==> config.mk <==
export PLATFORM = sky130hd
export DESIGN_NAME = pwm_duty_ctrl
export DESIGN_NICKNAME = d
export VERILOG_FILES = /design/src/rtl/pwm_duty_ctrl.sv
export SDC_FILE = /design/constraint.sdc
export NUM_CORES = 1
export LEC_CHECK = 0
export BUFFER_PORTS_ARGS = -buffer_cell sky130_fd_sc_hd__buf_2
export CORE_ASPECT_RATIO = 1.1
export CORE_UTILIZATION = 40
export CTS_BUF_LIST = sky130_fd_sc_hd__clkbuf_16
export DETAILED_ROUTE_END_ITERATION = 10
export PLACE_DENSITY = 0.62
export SLEW_MARGIN = 20
export SYNTH_ARGS = -nofsm -noshare
export SYNTH_HDL_FRONTEND = slang
export SYNTH_SLANG_ARGS = --single-unit
==> constraint.sdc <==
create_clock -name clk -period 4.2 [get_ports clk]
set_input_delay 0.21 -clock clk [delete_from_list [all_inputs] [get_ports clk]]
set_output_delay 0.21 -clock clk [all_outputs]
set_load 0.05 [all_outputs]
==> src/rtl/pwm_duty_ctrl.sv <==
// rtl/pwm_duty_ctrl.sv - LED PWM duty threshold controller: manual key stepping with auto-repeat, optional breathe ramp
// Breathe mode is built only when PWM_DUTY_CTRL_BREATHE_EN is defined.
module pwm_duty_ctrl #(
    parameter int DUTY_W       = 10,
    parameter int TICK_DIV     = 32768,
    parameter int REPEAT_TICKS = 8,
    parameter int STEP         = 1,
    parameter int DUTY_INIT    = 1016
) (
    input  logic              clk,
    input  logic              rst_n,
    input  logic              key_up,
    input  logic              key_dn,
    input  logic              mode_sel,
    output logic [DUTY_W-1:0] duty,
    output logic              duty_upd,
    output logic              at_max,
    output logic              at_min
);

    localparam int TICK_W = (TICK_DIV > 1) ? $clog2(TICK_DIV) : 1;
    localparam int HOLD_W = $clog2(REPEAT_TICKS + 1);
    localparam logic [DUTY_W-1:0] DUTY_MAX = '1;
    localparam logic [DUTY_W-1:0] DUTY_RST = DUTY_W'(DUTY_INIT);
    localparam logic [DUTY_W:0]   STEP_X   = (DUTY_W+1)'(STEP);

`ifdef PWM_DUTY_CTRL_BREATHE_EN
    typedef enum logic [1:0] {MANUAL = 2'd0, BR_UP = 2'd1, BR_DN = 2'd2} state_t;
`else
    typedef enum logic [1:0] {MANUAL = 2'd0} state_t;
    logic unused_mode_sel;
    assign unused_mode_sel = mode_sel;
`endif

    state_t              state, state_nxt;
    logic [TICK_W-1:0]   tick_cnt;
    logic [HOLD_W-1:0]   hold_cnt, hold_nxt;
    logic                rep_arm, rep_arm_nxt;
    logic                key_up_q, key_dn_q;
    logic                tick, up_edge, dn_edge, one_key;
    logic [DUTY_W:0]     up_sum, dn_diff;
    logic [DUTY_W-1:0]   duty_inc, duty_dec, duty_nxt;

    assign tick    = (tick_cnt == TICK_W'(TICK_DIV - 1));
    assign one_key = key_up ^ key_dn;
    assign up_edge = key_up & ~key_up_q & ~key_dn;
    assign dn_edge = key_dn & ~key_dn_q & ~key_up;

    // Widened by one bit so the carry/borrow tells us when to clamp.
    assign up_sum   = {1'b0, duty} + STEP_X;
    assign dn_diff  = {1'b0, duty} - STEP_X;
    assign duty_inc = (up_sum > {1'b0, DUTY_MAX}) ? DUTY_MAX : up_sum[DUTY_W-1:0];
    assign duty_dec = dn_diff[DUTY_W] ? '0 : dn_diff[DUTY_W-1:0];

    always_comb begin
        duty_nxt    = duty;
        state_nxt   = state;
        hold_nxt    = hold_cnt;
        rep_arm_nxt = rep_arm;
        if (state == MANUAL) begin
            if (up_edge || dn_edge) begin
                duty_nxt    = up_edge ? duty_inc : duty_dec;
                hold_nxt    = '0;
                rep_arm_nxt = 1'b1;
            end else if (!one_key) begin
                hold_nxt    = '0;
                rep_arm_nxt = 1'b0;
            end else if (tick && rep_arm) begin
                // Only a hold that began with an accepted edge may auto-repeat.
                if (hold_cnt == HOLD_W'(REPEAT_TICKS))
                    duty_nxt = key_up ? duty_inc : duty_dec;
                else
                    hold_nxt = hold_cnt + 1'b1;
            end
`ifdef PWM_DUTY_CTRL_BREATHE_EN
            if (mode_sel)
                state_nxt = BR_UP;
        end else begin
            hold_nxt    = '0;
            rep_arm_nxt = 1'b0;
            if (tick) begin
                if (state == BR_UP) begin
                    duty_nxt = duty_inc;
                    if (duty_inc == DUTY_MAX)
                        state_nxt = BR_DN;
                end else begin
                    duty_nxt = duty_dec;
                    if (duty_dec == '0)
                        state_nxt = BR_UP;
                end
            end
            if (!mode_sel)
                state_nxt = MANUAL;
`endif
        end
    end

    always_ff @(posedge clk) begin
        if (!rst_n) begin
            state    <= MANUAL;
            tick_cnt <= '0;
            hold_cnt <= '0;
            rep_arm  <= 1'b0;
            key_up_q <= 1'b0;
            key_dn_q <= 1'b0;
            duty     <= DUTY_RST;
            duty_upd <= 1'b0;
            at_max   <= (DUTY_RST == DUTY_MAX);
            at_min   <= (DUTY_RST == '0);
        end else begin
            state    <= state_nxt;
            tick_cnt <= tick ? '0 : tick_cnt + 1'b1;
            hold_cnt <= hold_nxt;
            rep_arm  <= rep_arm_nxt;
            key_up_q <= key_up;
            key_dn_q <= key_dn;
            duty     <= duty_nxt;
            duty_upd <= (duty_nxt != duty);
            at_max   <= (duty_nxt == DUTY_MAX);
            at_min   <= (duty_nxt == '0);
        end
    end

endmodule
==> results.json <==
{
  "max_stage_delay_ns": 0.54,
  "vdd.ir_drop.worst_v": 0.000299,
  "wl_per_cell_um": 15.3,
  "cp-end-kind": "flop",
  "final.period_utilization": 0.744,
  "antenna_found_initial": 0,
  "ys.flop_type": "dfxtp_1",
  "die_h_um": 82.4,
  "dr.pass1.iters": 4,
  "final_nets": 314,
  "crit_type": "flop to flop",
  "r2r-end": "at_min",
  "avgSynthCellArea_um2": 8.04,
  "worst_ep_required_time_ns": 4.43,
  "tightestPinTransition_ns": 0.653,
  "period_minus_slack_ns": 3.13,
  "port_buffers": 16,
  "r2r-start": "duty[0]",
  "ys_async_sr_fraction": 0,
  "powerDensity_nw_per_um2": 344,
  "drc": 0,
  "cp-start-kind": "flop",
  "syn-num-nets": 303,
  "grtUsageTotal": 0.214,
  "r2r_slack_ns": 1.07,
  "whs_path_depth": 2,
  "drive_above_1_share": 0.132,
  "place_congestion": 0.870,
  "multi_input_area_um2": 1550,
  "die_w_um": 75.1,
  "crit_start": "duty[0]",
  "cts_sinks": 35,
  "drtIter0Drc": 176,
  "holdWs_ns": 0.210,
  "synth-seq-cells": 35,
  "num_io_pins": 18,
  "clock_skew_ns": 0.00745,
  "vias_per_cell": 5.72,
  "p_leak_nw": 1.01,
  "grt_max_degree": 21,
  "hpwl_um": 4300,
  "dieArea_um2": 6180,
  "start_util": 0.424,
  "reg2reg_depth": 10,
  "min-delay-start": "key_dn",
  "grt_pass1_wl_um": 9870,
  "rsz0062_at_grt": "false",
  "rows": 28,
  "yosysSeqAreaShare": 0.298,
  "coreArea_um2": 5540,
  "path_cells": "inv_1 -> ha_1 -> or4b_4 -> nor4b_4 -> or4_1 -> a21oi_1 -> a2111oi_2 -> a211oi_2 -> nor4_1 -> and4b_1",
  "cts_root_buffer": "clkbuf_16",
  "clock_latency_ns": 0.28,
  "synth_cells": 292,
  "cts_made_buffers": 5,
  "netlist_area_um2": 2350,
  "arrival_ns": 3.35,
  "cts.repair.resized": 0,
  "crit_fanout": 10,
  "register_area_um2": 701,
  "yosys_warnings": 0,
  "cts_buffer_depth": 2,
  "fillCellCount": 570,
  "holdBufCountCts": 0,
  "hp-class": "primary input to flop",
  "cap_violations": 0,
  "finalMaxSlewViolations": 0,
  "slew_headroom": 0.561,
  "cp_slowest_cell": "or4b_4",
  "path_clk_slew_ns": 0.06,
  "tritoncts": "built",
  "layout_common_cells": "nor2_1 (42), dfxtp_1 (35), nand2_1 (26), a21oi_1 (16), buf_2 (16)",
  "cts_setup_buffers": 0,
  "vias": 2167,
  "tns_ns": 0,
  "final_common_cell": "nor2_1",
  "outcome": "completed",
  "grt_pass1_vias": 2057,
  "synth.distinct_cells": 59,
  "synth_edf_count": 0,
  "num_antenna_cells": 0,
  "max_freq_mhz": 320,
  "hold_violations": 0,
  "htreeDepth": 2,
  "routed_wl_um": 5800,
  "grt_overflow_total": 0,
  "hold_end": "key_dn_q",
  "ant_nets": 0,
  "setup_viol": 0,
  "area_growth_pct": 12.4
}
-- area by class of cell --
| type | instances | area share |
|---|---|---|
| clock buffers | 5 | 0.0474 |
| clock inverters | 3 | 0.0166 |
| inverters | 9 | 0.0128 |
| multi-input cells | 234 | 0.586 |
| flip-flops and latches | 35 | 0.266 |
| well taps | 75 | 0.0356 |
| repair buffers | 18 | 0.0360 |
-- sequential cells by signal (all words and copies together), names as in the netlist --
| register | flops |
|---|---|
| key_up_q | 1 |
| at_min | 1 |
| hold_cnt | 4 |
| rep_arm | 1 |
| at_max | 1 |
| duty | 10 |
| key_dn_q | 1 |
| duty_upd | 1 |
| tick_cnt | 15 |
-- through the flow --
step           instances  power, mW  utilization  setup slack, ns  instance area [um2]
2_1_floorplan        292      0.463            -             1.25                 2350
3_3_place_gp         371      0.490        0.446             1.14                 2470
3_5_place_dp         371      0.491        0.446             1.14                 2470
4_1_cts              379      0.919        0.477             1.12                 2640
5_1_grt              379      0.945        0.477            0.824                 2640
6_report             379      0.907        0.477             1.07                 2640
-- cell usage after synthesis (2+ instances only) --
cell / number / share of area
a211oi_2: 3 / 0.016
a21o_1: 2 / 0.0064
a21oi_1: 16 / 0.034
a22oi_1: 2 / 0.0064
a31oi_1: 2 / 0.0053
and2_1: 10 / 0.027
and3_1: 2 / 0.0053
buf_2: 6 / 0.013
clkbuf_1: 6 / 0.0096
dfxtp_1: 35 / 0.30
ha_1: 6 / 0.032
inv_1: 9 / 0.014
mux2i_1: 6 / 0.026
nand2_1: 26 / 0.042
nand2b_1: 7 / 0.019
nand3_1: 10 / 0.021
nand4_1: 7 / 0.019
nor2_1: 42 / 0.067
nor2b_1: 4 / 0.011
nor3_1: 6 / 0.013
nor3b_1: 3 / 0.0096
nor4_1: 6 / 0.016
nor4_2: 2 / 0.011
nor4b_1: 2 / 0.0075
o211ai_1: 4 / 0.013
o21ai_0: 7 / 0.015
o21ai_1: 2 / 0.0043
o221ai_1: 3 / 0.011
o31a_1: 2 / 0.0075
o31ai_1: 5 / 0.016
or4_1: 2 / 0.0064
xnor2_1: 10 / 0.037
xor2_1: 11 / 0.041
-- cell families (layout without fill, tap and decap cells) --
family                   after synthesis  in the layout  share of synthesized area
buffers and inverters                 23             35                     0.0432
flip-flops                            35             35                      0.298
XOR/XNOR                              21             21                     0.0783
adder cells (fa/ha/maj)                6              6                     0.0320
multiplexers                           6              6                     0.0256
AND/OR/NAND/NOR                      140            140                      0.330
AO/OA/AOI/OAI                         61             61                      0.192
-- per-layer routing --
metal,vias to the layer above,track usage,wire length [um]
met5,-,0,0
met4,0,0.0906,106
met3,9,0.0376,292
met2,54,0.368,2860
met1,1019,0.259,2530
li1,1085,-,-
-- critical path: cells and delay by family (launching register included) --
| family | cells | cell delay [ns] |
|---|---|---|
| buffers and inverters | 1 | 0.15 |
| AND/OR/NAND/NOR | 5 | 1.68 |
| adder cells (fa/ha/maj) | 1 | 0.29 |
| flip-flops | 1 | 0.41 |
| AO/OA/AOI/OAI | 3 | 0.55 |
-- how the worst max path moves through the flow --
| stage | endpoint | cells past startpoint |
|---|---|---|
| 5_1_grt | at_max | 8 |
| 3_3_place_gp | at_min | 10 |
| 6_report | at_min | 10 |
| 2_1_floorplan | at_min | 11 |
| 3_5_place_dp | at_min | 10 |
| 4_1_cts | at_min | 10 |
-- power breakdown --
part	internal, mW	switching (mW)	leakage [nW]
registers	0.342	0.0140	0.284
logic	0.0459	0.0831	0.642
clock network	0.280	0.143	0.0838
Power figures use the tool's default switching activity.
